==> src/rtl/start_srl_fifo_pkg.sv <==
// Shared constants and helpers for the start-token shift-register FIFO.
// Holds the flag reset values and the occupancy-counter width function.
package start_srl_fifo_pkg;

  localparam logic FULL_N_RST  = 1'b1;
  localparam logic EMPTY_N_RST = 1'b0;

  // Bits needed to count 0..depth inclusive.
  function automatic int occ_width(input int depth);
    return $clog2(depth + 1);
  endfunction

endpackage

==> src/rtl/start_srl_fifo_store.sv <==
// Addressable shift-register array: a write shifts every entry up by one and
// loads entry 0; the read port is a plain combinational mux.
module start_srl_fifo_store #(
  parameter int DATA_WIDTH = 1,
  parameter int ADDR_WIDTH = 5,
  parameter int DEPTH      = 24
) (
  input  logic                  clk,
  input  logic                  we,
  input  logic [ADDR_WIDTH-1:0] addr,
  input  logic [DATA_WIDTH-1:0] din,
  output logic [DATA_WIDTH-1:0] dout
);

  logic [DATA_WIDTH-1:0] mem_q [DEPTH];

  // NOTE: storage has no reset on purpose; the occupancy count alone decides
  // which entries are meaningful, and leaving it out keeps this an SRL array.
  // NOTE: sequential state uses non-blocking assignments so every entry
  // samples its neighbour's old value, giving a true one-step shift.
  always_ff @(posedge clk) begin
    if (we) begin
      for (int i = DEPTH - 1; i > 0; i--) begin
        mem_q[i] <= mem_q[i-1];
      end
      mem_q[0] <= din;
    end
  end

  assign dout = mem_q[addr];

endmodule

==> src/rtl/start_srl_fifo.sv <==
// Start-token FIFO between a producer and the systolic-array drain process:
// handshake flags, occupancy counter and read-address generation over an SRL store.
module start_srl_fifo
  import start_srl_fifo_pkg::*;
#(
  parameter int DATA_WIDTH = 1,
  parameter int ADDR_WIDTH = 5,
  parameter int DEPTH      = 24
) (
  input  logic                  clk,
  input  logic                  reset,
  input  logic                  if_write_ce,
  input  logic                  if_write,
  input  logic [DATA_WIDTH-1:0] if_din,
  output logic                  if_full_n,
  input  logic                  if_read_ce,
  input  logic                  if_read,
  output logic [DATA_WIDTH-1:0] if_dout,
  output logic                  if_empty_n,
  output logic [ADDR_WIDTH:0]   if_num_data_valid
);

  localparam int               CNT_W   = occ_width(DEPTH);
  localparam int               OUT_W   = ADDR_WIDTH + 1;
  localparam logic [CNT_W-1:0] DEPTH_C = CNT_W'(DEPTH);

  logic [CNT_W-1:0]      count_q, count_d;
  logic                  full_n_q, full_n_d;
  logic                  empty_n_q, empty_n_d;
  logic                  push, pop;
  logic [ADDR_WIDTH-1:0] rd_addr;

  assign push = if_write_ce & if_write & full_n_q;
  assign pop  = if_read_ce & if_read & empty_n_q;

  // Newest word sits at entry 0, so the oldest is at count-1.
  assign rd_addr = (count_q == '0) ? '0 : ADDR_WIDTH'(count_q - 1'b1);

  // NOTE: every next-state signal takes its hold value first, so no path
  // through this block leaves one unassigned and no latch is inferred.
  always_comb begin
    count_d   = count_q;
    full_n_d  = full_n_q;
    empty_n_d = empty_n_q;
    if (push && !pop) begin
      count_d   = count_q + 1'b1;
      empty_n_d = 1'b1;
      full_n_d  = (count_q + 1'b1) != DEPTH_C;
    end else if (pop && !push) begin
      count_d   = count_q - 1'b1;
      full_n_d  = 1'b1;
      empty_n_d = (count_q - 1'b1) != '0;
    end
  end

  always_ff @(posedge clk) begin
    if (reset) begin
      count_q   <= '0;
      full_n_q  <= FULL_N_RST;
      empty_n_q <= EMPTY_N_RST;
    end else begin
      count_q   <= count_d;
      full_n_q  <= full_n_d;
      empty_n_q <= empty_n_d;
    end
  end

  start_srl_fifo_store #(
    .DATA_WIDTH (DATA_WIDTH),
    .ADDR_WIDTH (ADDR_WIDTH),
    .DEPTH      (DEPTH)
  ) u_store (
    .clk  (clk),
    .we   (push),
    .addr (rd_addr),
    .din  (if_din),
    .dout (if_dout)
  );

  assign if_full_n         = full_n_q;
  assign if_empty_n        = empty_n_q;
  assign if_num_data_valid = OUT_W'(count_q);

  a_count_bound : assert property (@(posedge clk) disable iff (reset)
    count_q <= DEPTH_C);
  a_flags_track_count : assert property (@(posedge clk) disable iff (reset)
    (full_n_q == (count_q != DEPTH_C)) && (empty_n_q == (count_q != '0)));

endmodule

==> config.mk <==
export PLATFORM = sky130hd
export DESIGN_NAME = start_srl_fifo
export DESIGN_NICKNAME = d
export VERILOG_FILES = /design/src/rtl/start_srl_fifo_pkg.sv /design/src/rtl/start_srl_fifo_store.sv /design/src/rtl/start_srl_fifo.sv
export SDC_FILE = /design/constraint.sdc
export NUM_CORES = 1
export LEC_CHECK = 0
export BUFFER_PORTS_ARGS = -buffer_cell sky130_fd_sc_hd__clkbuf_2
export CELL_PAD_IN_SITES_DETAIL_PLACEMENT = 1
export CELL_PAD_IN_SITES_GLOBAL_PLACEMENT = 2
export CORE_ASPECT_RATIO = 0.7
export CORE_MARGIN = 10
export CORE_UTILIZATION = 39
export CTS_CLUSTER_DIAMETER = 200
export CTS_CLUSTER_SIZE = 30
export DETAILED_ROUTE_END_ITERATION = 6
export PLACE_DENSITY_LB_ADDON = 0.1
export SYNTH_ARGS = -nofsm -noshare
export SYNTH_HDL_FRONTEND = slang
export SYNTH_SLANG_ARGS = --single-unit
==> constraint.sdc <==
create_clock -name clk -period 2.56 [get_ports clk]
set_input_delay 0.256 -clock clk [delete_from_list [all_inputs] [get_ports clk]]
set_output_delay 0.256 -clock clk [all_outputs]
set_load 0.05 [all_outputs]
==> metrics.csv, run 1 <==
stage,metric,value,unit
run_status,status,"complete, no violations",
grt,antenna_found_initial,0,
setup_path,crit_chain,"buf_4, or3_1, nor3_1, a21oi_1, nand2b_1, o311ai_4, buf_8",
pwr,ir_drop,0.480,mV
floorplan,fp.dieW,96.7,um
synthesis,synth_top_flop_cell,edfxtp_1,
finish,final_cell_mix,"edfxtp_1, buf_4, clkbuf_2",
grt,grt_use_met2,15.2,%
cts,cts_tree,yes,
synthesis,synth_cell_types,43,
pwr,p_clk_share,27.6,%
timing,worst_slack,0.116,ns
cts,cts_made_buffers,5,
timing,tns,0,ns
synthesis,syn_area,1610,um^2
grt,grt_start_max_net_pins,25,
routing,via_per_inst,5.31,
setup_path,critPathKind,flip-flop to output port,
grt,grt_use_total,10.7,%
synthesis,ys_ff_latch,31,
synthesis,synth-edff-count,24,
place,hpwl,2.66,mm
setup_path,crit_arrival,2.19,ns
timing,rsz0062_at_grt,true,
cts,path_clk_slew,0.06,ns
floorplan,coreArea,3950,um^2
place,gp_congestion,0.799,
setup_path,cp-start-kind,flip-flop,
finish,drive_gt1_share,34.5,%
setup_path,cp.required,2.30,ns
cts,clockBufferDepth,2,
floorplan,die_y,73.7,um
pwr,p_per_area,833,nW/um^2
grt,grt_use_met1,14.6,%
floorplan,start_util,40.7,%
worst_hold_path,hold_class,input pin to flip-flop,
timing,post-route-min-period,2.44,ns
setup_path,end_kind,output port,
timing,max_freq,409,MHz
setup_path,slowest_delay,0.41,ns
finish,area_growth,26.7,%
pwr,seqPwrFrac,35.4,%
synthesis,netlist_instances,138,
finish,fin_nets,177,
place,io_buffers,14,
grt,grt_pass1_vias,1126,
finish,final_common_cell,edfxtp_1,
routing,dr.pass1.iters,4,
pwr,leakage,0.761,nW
setup_path,path_buf_inv,2,
pwr,switching_share,32.7,%
timing,finClkSkew,0.00985,ns
grt,grt_overflow_total,0,
synthesis,ys_seq_area_share,53.6,%
cts,cts_sinks,31,
timing,setup_violations,0,
setup_path,critPathTopFamily,simple AND/OR/NAND/NOR gates,
grt,grtUsageMet3,3.65,%
routing,drc,0,
setup_path,cp_slowest_cell,or3_1,
timing,slew_viol_final,0,
grt,grt_pass1_wl,6.02,mm
cts,clk_latency,0.28,ns
synthesis,synthArstFlopShare,0,%
cts,cts_root_buffer,clkbuf_8,
floorplan,fp.dieArea,7120,um^2
synthesis,synthesis.nets,151,
timing,hold_viol,0,
routing,routedWlPerCell,16.8,um
setup_path,worstPathMaxFanout,19,
pwr,p_switching,0.000554,W
job,max_cap_violations,0,
grt,grt_busiest_layer,met2,
routing,wirelength,3.66,mm
routing,ant_nets,0,
routing,dr.first_iter.drc_count,51,
cts,cts_hold_buf,0,
pwr,p_int,0.00114,W
pwr,comb_power_share,37.0,%
synthesis,yosysWarningCount,0,
finish,antenna_cells,0,
place,place_ws,-0.0312,ns
floorplan,io_pins,16,
floorplan,num_rows,19,
routing,vias,1153,
synthesis,avgSynthCellArea,11.6,um^2
timing,final.period_utilization,95.5,%
cts,htree_levels,2,
power groups by stage:
stage,Sequential (W),Combinational (W),Clock (W)
2_1_floorplan,0.000637,0.000350,0
3_3_place_gp,0.000603,0.000514,0
3_5_place_dp,0.000605,0.000518,0
4_1_cts,0.000596,0.000588,0.000474
5_1_grt,0.000605,0.000676,0.000503
6_report,0.000601,0.000627,0.000467
final timing paths:
path              slack (ns)                 to  cells after the start         startpoint
setup / recovery        0.12            if_dout                      7         count_q[0]
hold / removal          0.15   u_store.mem_q[0]                      1             if_din
setup reg to reg        0.83          if_full_n                      7         count_q[0]
hold reg to reg         0.44  u_store.mem_q[23]                      0  u_store.mem_q[22]
per-layer routing:
metal / share of wire, % / wire length (um) / vias to the layer above
li1: - / - / 562
met1: 53 / 1950 / 566
met2: 42 / 1520 / 19
met3: 4.1 / 150 / 6
met4: 1.1 / 42 / 0
met5: 0 / 0 / -
cell usage after synthesis, types with 4 or more instances:
cell      instances  area share (%)
a21oi_1           7             2.2
edfxtp_1         24              45
clkbuf_1          5             1.2
xor2_1            4             2.2
ha_1              6             4.7
mux2i_1           5             3.1
inv_1             5             1.2
nand2_1           4            0.94
nand2b_1          5             1.9
o21ai_0           5             1.6
nor2_1           11             2.6
dfxtp_1           7             8.7
sequential cells by signal (all words and copies together) (netlist names):
name           count
count_q            5
if_full_n          1
if_empty_n         1
u_store.mem_q     24
layout make-up:
| type | instances | area (um^2) |
|---|---|---|
| multi-input cells | 93 | 788 |
| repair buffers | 28 | 185 |
| inverters | 5 | 23.8 |
| clock buffers | 5 | 68.8 |
| well taps | 52 | 65.1 |
| clock inverters | 3 | 38.8 |
| flip-flops and latches | 31 | 865 |
| fillers | 437 | 1910 |
logic make-up (layout without fill, tap and decap cells):
kind of cell | after synthesis | after routing | synth area share, %
compound gates | 30 | 30 | 12.9
xor+xnor | 6 | 6 | 3.27
fa+ha+maj | 6 | 6 | 4.68
buf+inv | 14 | 41 | 4.13
flops | 31 | 31 | 53.6
mux | 8 | 8 | 5.92
other cells | 1 | 1 | 0.234
simple gates | 42 | 42 | 15.2
worst reg2reg max path, delay by kind of cell, from the launching register on:
| kind | cells | cell delay (ns) |
|---|---|---|
| AO/OA/AOI/OAI | 3 | 0.37 |
| buffers and inverters | 1 | 0.26 |
| flip-flops | 1 | 0.35 |
| AND/OR/NAND/NOR | 2 | 0.33 |
| adder cells (fa/ha/maj) | 1 | 0.30 |
stage by stage:
stage / util (%) / power, W / area [um^2] / hold WS, ns / cells
final: 51.6 / 0.00169 / 2030 / 0.151 / 217
after global routing: 51.6 / 0.00178 / 2030 / 0.129 / 217
after CTS: 50.0 / 0.00166 / 1970 / 0.141 / 216
after detailed placement: 45.5 / 0.00112 / 1800 / 0.435 / 206
after global placement: 45.5 / 0.00112 / 1800 / 0.429 / 206
after floorplan: - / 0.000986 / 1630 / 0.321 / 138
what timing repair did:
item                                    CTS  global route
endpoints found under the setup margin    1             1
setup buffers                             2             1
gates resized for setup                  13            12
(Power assumes the default switching activity.)
==> run 2, diff against run 1 <==
--- a/config.mk
+++ b/config.mk
@@ -5,12 +5,13 @@
 export SDC_FILE = /design/constraint.sdc
 export NUM_CORES = 1
 export LEC_CHECK = 0
+export ABC_AREA = 1
 export BUFFER_PORTS_ARGS = -buffer_cell sky130_fd_sc_hd__clkbuf_2
 export CELL_PAD_IN_SITES_DETAIL_PLACEMENT = 1
 export CELL_PAD_IN_SITES_GLOBAL_PLACEMENT = 2
 export CORE_ASPECT_RATIO = 0.7
 export CORE_MARGIN = 10
-export CORE_UTILIZATION = 39
+export CORE_UTILIZATION = 37
 export CTS_CLUSTER_DIAMETER = 200
 export CTS_CLUSTER_SIZE = 30
 export DETAILED_ROUTE_END_ITERATION = 6
==> run 2 against run 1 <==
Clock-buffer cell count is the same; global-route usage decreased by 0.49 points; combinational power fell by 33%; largest power group is now sequential cells.
==> metrics.csv, run 2 <==
stage,metric,value,unit,change
grt,grt_use_total,10.2,%,-0.49 points
finish,drive_gt1_share,18.2,%,-16 points
setup_path,crit_arrival,2.08,ns,-0.11 ns
worst_hold_path,min-delay-start,if_din,,
setup_path,ff2ff_path_depth,8,,+1
job,max_cap_violations,0,,unchanged
finish,fin_nets,199,,+12%
setup_path,cp-start-kind,flip-flop,,
timing,finClkSkew,0.00541,ns,-0.00444 ns
cts,path_clk_slew,0.07,ns,about the same
setup_path,worstPathMaxFanout,13,,-6
timing,tns,0,ns,unchanged
place,io_buffers,14,,unchanged
setup_path,timing.rr.start,if_full_n,,
cts,clk_latency,0.28,ns,about the same
synthesis,syn_area,1650,um^2,+2.7%
routing,drc,0,,unchanged
synthesis,synth_top_area_cell,edfxtp_1,,
grt,grt_pass1_wl,5.94,mm,-1.4%
timing,final.period_utilization,91.1,%,-4.4 points
pwr,p_per_area,803,nW/um^2,-3.6%
synthesis,avgSynthCellArea,9.70,um^2,-17%
routing,dr.first_iter.drc_count,73,,+43%
finish,top_regs,"u_store.mem_q (24), count_q (5)",,
routing,routedWlPerCell,14.6,um,-13%
run_status,status,"complete, no violations",,
grt,grt_use_met1,14.7,%,+0.13 points
grt,grt_pass1_vias,1182,,+5.0%
place,placed_cell_area,1740,um^2,-3.0%
setup_path,cp.required,2.30,ns,about the same
grt,grtUsageMet3,3.71,%,+0.062 points
worst_hold_path,min_to,u_store.mem_q[0],,
routing,ant_nets,0,,unchanged
cts,cts_made_buffers,5,,unchanged
finish,top_register,u_store.mem_q,,
floorplan,coreArea,4330,um^2,+9.7%
cts,htree_levels,2,,unchanged
floorplan,die_y,75.9,um,+3.0%
synthesis,synthArstFlopShare,0,%,unchanged
synthesis,netlist_instances,170,,+23%
timing,post-route-min-period,2.33,ns,-0.112 ns
synthesis,synth_commonest_cells,"inv_1, nand3_1, edfxtp_1",,
floorplan,num_rows,20,,+1
floorplan,fp.dieW,99.8,um,+3.2%
worst_hold_path,worstHoldPathCells,1,,unchanged
finish,n_fill_cell,511,,+17%
synthesis,synth_cell_types,31,,-28%
routing,wirelength,3.54,mm,-3.1%
synthesis,synthesis.nets,183,,+21%
synthesis,ys_ff_latch,31,,unchanged
synthesis,ys_top_cells_by_area,"edfxtp_1, dfxtp_1, nand3_1",,
cts,cts_hold_buf,0,,unchanged
grt,grt_start_max_net_pins,25,,unchanged
synthesis,yosysWarningCount,0,,unchanged
floorplan,fp.dieArea,7570,um^2,+6.3%
finish,final_cell_mix,"inv_1, nand3_1, edfxtp_1",,
finish,final_area,1880,um^2,-7.7%
routing,via_per_inst,4.81,,-9.5%
finish,area_growth,13.8,%,
setup_path,r2r-end,if_empty_n,,
cts,clockBufferDepth,2,,unchanged
routing,vias,1164,,+0.95%
timing,max_freq,429,MHz,+4.8%
pwr,ir_drop,0.436,mV,-9.0%
cts,cts_tree,yes,,
setup_path,regToRegSetupSlack,0.86,ns,+0.03 ns
routing,dr.pass1.iters,4,,unchanged
finish,regArea,863,um^2,-0.14%
timing,rsz0062_at_grt,false,,
grt,grt_overflow_total,0,,unchanged
setup_path,end_kind,output port,,
synthesis,synth_top_cell_area_share,43.7,%,-1.2 points
floorplan,start_util,38.1,%,-2.6 points
finish,final_common_cell,inv_1,,
cts,cts_root_buffer,clkbuf_8,,
pwr,p_total,0.00151,W,-11%
place,hpwl,2.69,mm,+1.2%
pwr,leakage,0.840,nW,+10%
finish,antenna_cells,0,,unchanged
grt,grt_use_met2,13.0,%,-2.2 points
place,gp_congestion,0.818,,+2.5%
synthesis,synth-edff-count,24,,unchanged
worst_hold_path,hold_class,input pin to flip-flop,,
synthesis,synthMostInstantiatedCell,inv_1,,
synthesis,synth_top_flop_cell,edfxtp_1,,
timing,hold_viol,0,,unchanged
synthesis,ys_seq_area_share,52.2,%,-1.4 points
floorplan,io_pins,16,,unchanged
grt,antenna_found_initial,0,,unchanged
finish,multiInputGateArea,624,um^2,-21%
timing,slew_viol_final,0,,unchanged
grt,grt_busiest_layer,met1,,
finish,largest_reg_flops,24,,unchanged
setup_path,critPathKind,flip-flop to output port,,
cts,cts_sinks,31,,unchanged
timing,setup_violations,0,,unchanged
run 2: cell types whose count changed after synthesis, moves of 4 or more:
cell      delta
mux2i_1      -4
nand2_1     +15
inv_1       +27
nand3_1     +24
nand2b_1     -5
o211ai_1     +5
clkbuf_1     -4
run 2: what timing repair did:
item / in CTS / in global routing
resized for setup: 1 / 5
endpoints found under the setup margin: 1 / 1
endpoints found under the hold margin: 0 / 0
setup buffers: 0 / 0
run 2: worst max path at each step:
| stage | startpoint | depth (start not counted) | slack (ns) | to |
|---|---|---|---|---|
| after global routing | count_q[0] | 14 | 0.02 | if_dout |
| after CTS | count_q[1] | 12 | 0.02 | if_dout |
| after floorplan | if_full_n | 7 | 0.03 | if_full_n |
| after detailed placement | count_q[1] | 12 | 0.30 | if_dout |
| final | count_q[0] | 12 | 0.23 | if_dout |
| after global placement | count_q[1] | 14 | 0.37 | if_dout |
run 2: per-layer routing:
layer  wire length, um  vias to the layer above
met4                55                        0
met1              2030                      545
met3               138                        7
met2              1320                       19
met5                 0                        -
li1                  -                      593
run 2: logic make-up (layout without fill, tap and decap cells):
group	Yosys count	in the layout	synth area share [%]
muxes	1	1	0.607
buffers and inverters	39	56	11.0
other	1	1	0.227
DFF	31	31	52.2
AOI/OAI and AO/OA	18	18	6.75
xor gates and xnor gates	5	5	2.66
and+or+nand+nor	69	69	22.0
adders and majority gates	6	6	4.55
run 2: metrics by stage:
stage	setup slack (ns)	utilization, %	std cells	hold slack [ns]
final	0.227	43.4	242	0.144
after global placement	0.372	40.3	234	0.432
after detailed placement	0.299	40.3	234	0.435
after global routing	0.0199	43.4	242	0.135
after CTS	0.0224	42.9	242	0.132
after floorplan	0.0323	-	170	0.334
run 2: worst max-delay path, cell delays in order (launching register included):
cell and delay [ns]:
dfxtp_2 0.38, inv_1 0.10, ha_1 0.21, inv_1 0.09, nor2_4 0.05, nand2_8 0.13
nand2_4 0.11, inv_2 0.10, o21ai_1 0.07, o211ai_1 0.16, nand3_1 0.10, nand2_1 0.08
buf_4 0.19
run 2: cell type report:
type / instances / share of cell area, %
sequential: 31 / 46.0
multi-input combinational: 100 / 33.3
inverter: 32 / 6.40
timing repair buffer: 16 / 4.67
clock buffer: 5 / 3.67
tap: 55 / 3.67
clock inverter: 3 / 2.33
run 2: power breakdown:
| part | leakage [nW] | switching [W] | internal, W |
|---|---|---|---|
| clock network | 0.0581 | 0.000197 | 0.000290 |
| registers | 0.284 | 0.0000285 | 0.000568 |
| logic | 0.498 | 0.000290 | 0.000134 |
==> run 3, diff against run 2 <==
--- a/config.mk
+++ b/config.mk
@@ -16,6 +16,7 @@
 export CTS_CLUSTER_SIZE = 30
 export DETAILED_ROUTE_END_ITERATION = 6
 export PLACE_DENSITY_LB_ADDON = 0.1
+export REMOVE_ABC_BUFFERS = 1
 export SYNTH_ARGS = -nofsm -noshare
 export SYNTH_HDL_FRONTEND = slang
 export SYNTH_SLANG_ARGS = --single-unit
==> constraint.sdc (replaced) <==
create_clock -name clk -period 2.5 [get_ports clk]
set_input_delay 0.25 -clock clk [delete_from_list [all_inputs] [get_ports clk]]
set_output_delay 0.25 -clock clk [all_outputs]
set_load 0.05 [all_outputs]
==> run 3 against run 2 <==
Sequential power grew 2%; clock power decreased by 23%; flip-flop and latch count did not move; clock skew is essentially flat; critical endpoint unchanged.
==> metrics.csv, run 3 (same netlist as run 2, synthesis figures left out) <==
stage,metric,value,unit,change
run_status,status,"complete, no violations",,
cts,cts_made_buffers,5,,unchanged
routing,dr.pass1.iters,4,,unchanged
floorplan,io_pins,16,,unchanged
setup_path,crit_top_cell,inv_1,,
pwr,p_total,0.00142,W,-5.9%
floorplan,coreArea,4330,um^2,unchanged
cts,clk_latency,0.27,ns,about the same
routing,vias,1163,,-0.086%
timing,post-route-min-period,2.27,ns,
setup_path,end_kind,output port,,
routing,dr.first_iter.drc_count,64,,-12%
grt,grt_pass1_vias,1155,,-2.3%
cts,clockBufferDepth,2,,unchanged
grt,antenna_found_initial,0,,unchanged
routing,drc,0,,unchanged
place,io_buffers,14,,unchanged
routing,routedWlPerCell,14.9,um,+1.9%
setup_path,cp_slowest_cell,dfxtp_2,,
setup_path,worstPathMaxFanout,13,,unchanged
cts,post-cts-setup-buffers,0,,unchanged
grt,grt_start_max_net_pins,25,,unchanged
routing,ant_nets,0,,unchanged
finish,fin_util,42.9,%,-0.49 points
cts,cts_tree,yes,,
finish,fin_nets,200,,+0.50%
routing,via_per_inst,4.79,,-0.50%
setup_path,path_depth,12,,unchanged
finish,largest_reg_flops,24,,unchanged
timing,hold_viol,0,,unchanged
timing,finClkSkew,0.00569,ns,+0.000274 ns
floorplan,fp.dieArea,7570,um^2,unchanged
finish,top_register,u_store.mem_q,,
setup_path,cp.required,2.25,ns,-0.05 ns
cts,cts_sinks,31,,unchanged
cts,htree_levels,2,,unchanged
grt,grt_pass1_wl,6.09,mm,+2.4%
worst_hold_path,hold_class,input pin to flip-flop,,
timing,setup_violations,0,,unchanged
timing,final.period_utilization,90.8,%,
setup_path,critPathKind,flip-flop to output port,,
setup_path,ff2ff_path_depth,6,,-2
pwr,p_per_area,764,nW/um^2,-4.8%
worst_hold_path,worstHoldPathCells,1,,unchanged
setup_path,path_buf_inv,4,,unchanged
job,max_cap_violations,0,,unchanged
floorplan,fp.dieW,99.8,um,unchanged
cts,cts_hold_buf,0,,unchanged
finish,top_regs,"u_store.mem_q (24), count_q (5)",,
setup_path,crit_chain,"inv_1, ha_1, inv_1, nor2_4, nand2_8, nand2_4, inv_2, o21ai_1, o211ai_1, nand3_1, nand2_1, buf_4",,
finish,final_cell_mix,"inv_1, nand3_1, edfxtp_1",,
routing,wirelength,3.63,mm,+2.3%
timing,slew_viol_final,0,,unchanged
finish,antenna_cells,0,,unchanged
place,gp_congestion,0.800,,-2.3%
finish,final_common_cell,inv_1,,
finish,area_growth,12.5,%,
setup_path,slowest_delay,0.36,ns,-0.02 ns
setup_path,crit_arrival,2.02,ns,-0.06 ns
grt,grt_overflow_total,0,,unchanged
finish,drive_gt1_share,18.1,%,-0.097 points
floorplan,die_y,75.9,um,unchanged
pwr,leakage,0.830,nW,-1.3%
cts,path_clk_slew,0.06,ns,about the same
setup_path,cp-start-kind,flip-flop,,
floorplan,num_rows,20,,unchanged
setup_path,critPathTopFamily,buffers and inverters,,
timing,rsz0062_at_grt,false,,
cts,cts_root_buffer,clkbuf_8,,
floorplan,start_util,38.1,%,unchanged
grt,grt_use_total,10.4,%,+0.23 points
place,hpwl,2.78,mm,+3.4%
pwr,ir_drop,0.390,mV,-11%
timing,max_freq,441,MHz,
-- run 3: cell types whose count changed in the layout (fill, tap and decap cells not counted), sizes merged --
cell / before / now
clkinv: 2 / 1
buf: 3 / 4
clkbuf: 18 / 20
bufinv: 1 / 0
-- run 3: path summary, 6_finish.rpt --
path / end / start / slack [ns]
setup / recovery: if_dout / count_q[1] / 0.23
hold / removal: u_store.mem_q[0] / if_din / 0.15
setup reg to reg: if_full_n / if_full_n / 0.79
hold reg to reg: u_store.mem_q[21] / u_store.mem_q[20] / 0.45
-- run 3: timing repair --
item / 4_1_cts / 5_1_grt
resized for setup: 1 / 7
endpoints found under the setup margin: 1 / 1
pin swaps: 0 / 0
-- run 3: metal layers --
metal  vias up  track usage (%)  wire length, um
li1        594                -                -
met1       551             15.1             1980
met2        16             13.8             1480
met3         2             3.62              154
met4         0             3.33               19
met5         -                0                0
-- run 3: area by class of cell --
class,instances,area [um^2]
multi-input combinational,100,627
fill,499,2470
timing repair buffer,17,95.1
inverter,32,120
clock buffer,7,76.3
sequential,31,863
tap,55,68.8
clock inverter,1,5.00
-- run 3: worst reg2reg max path, stage by stage, from the launching register on --
cell and delay [ns]:
dfxtp_1 0.33, and3_1 0.17, ha_1 0.43, inv_1 0.20, nand3_1 0.09, o32ai_1 0.27, nand2_1 0.09
-- run 3: power breakdown --
group	switching (W)	total, W	internal [W]
logic	0.000296	0.000435	0.000140
registers	0.0000279	0.000610	0.000582
clock network	0.000177	0.000373	0.000195
total	0.000501	0.00142	0.000917
-- run 3: metrics by stage --
| stage | setup WS (ns) | instances | area [um^2] | TNS (ns) | hold WS (ns) |
|---|---|---|---|---|---|
| final | 0.231 | 243 | 1860 | 0 | 0.152 |
| after floorplan | -0.199 | 163 | 1590 | -0.199 | 0.328 |
| after CTS | 0.0368 | 243 | 1830 | 0 | 0.140 |
| after global placement | 0.328 | 235 | 1750 | 0 | 0.430 |
| after detailed placement | 0.304 | 235 | 1750 | 0 | 0.431 |
| after global routing | 0.0216 | 243 | 1860 | 0 | 0.135 |
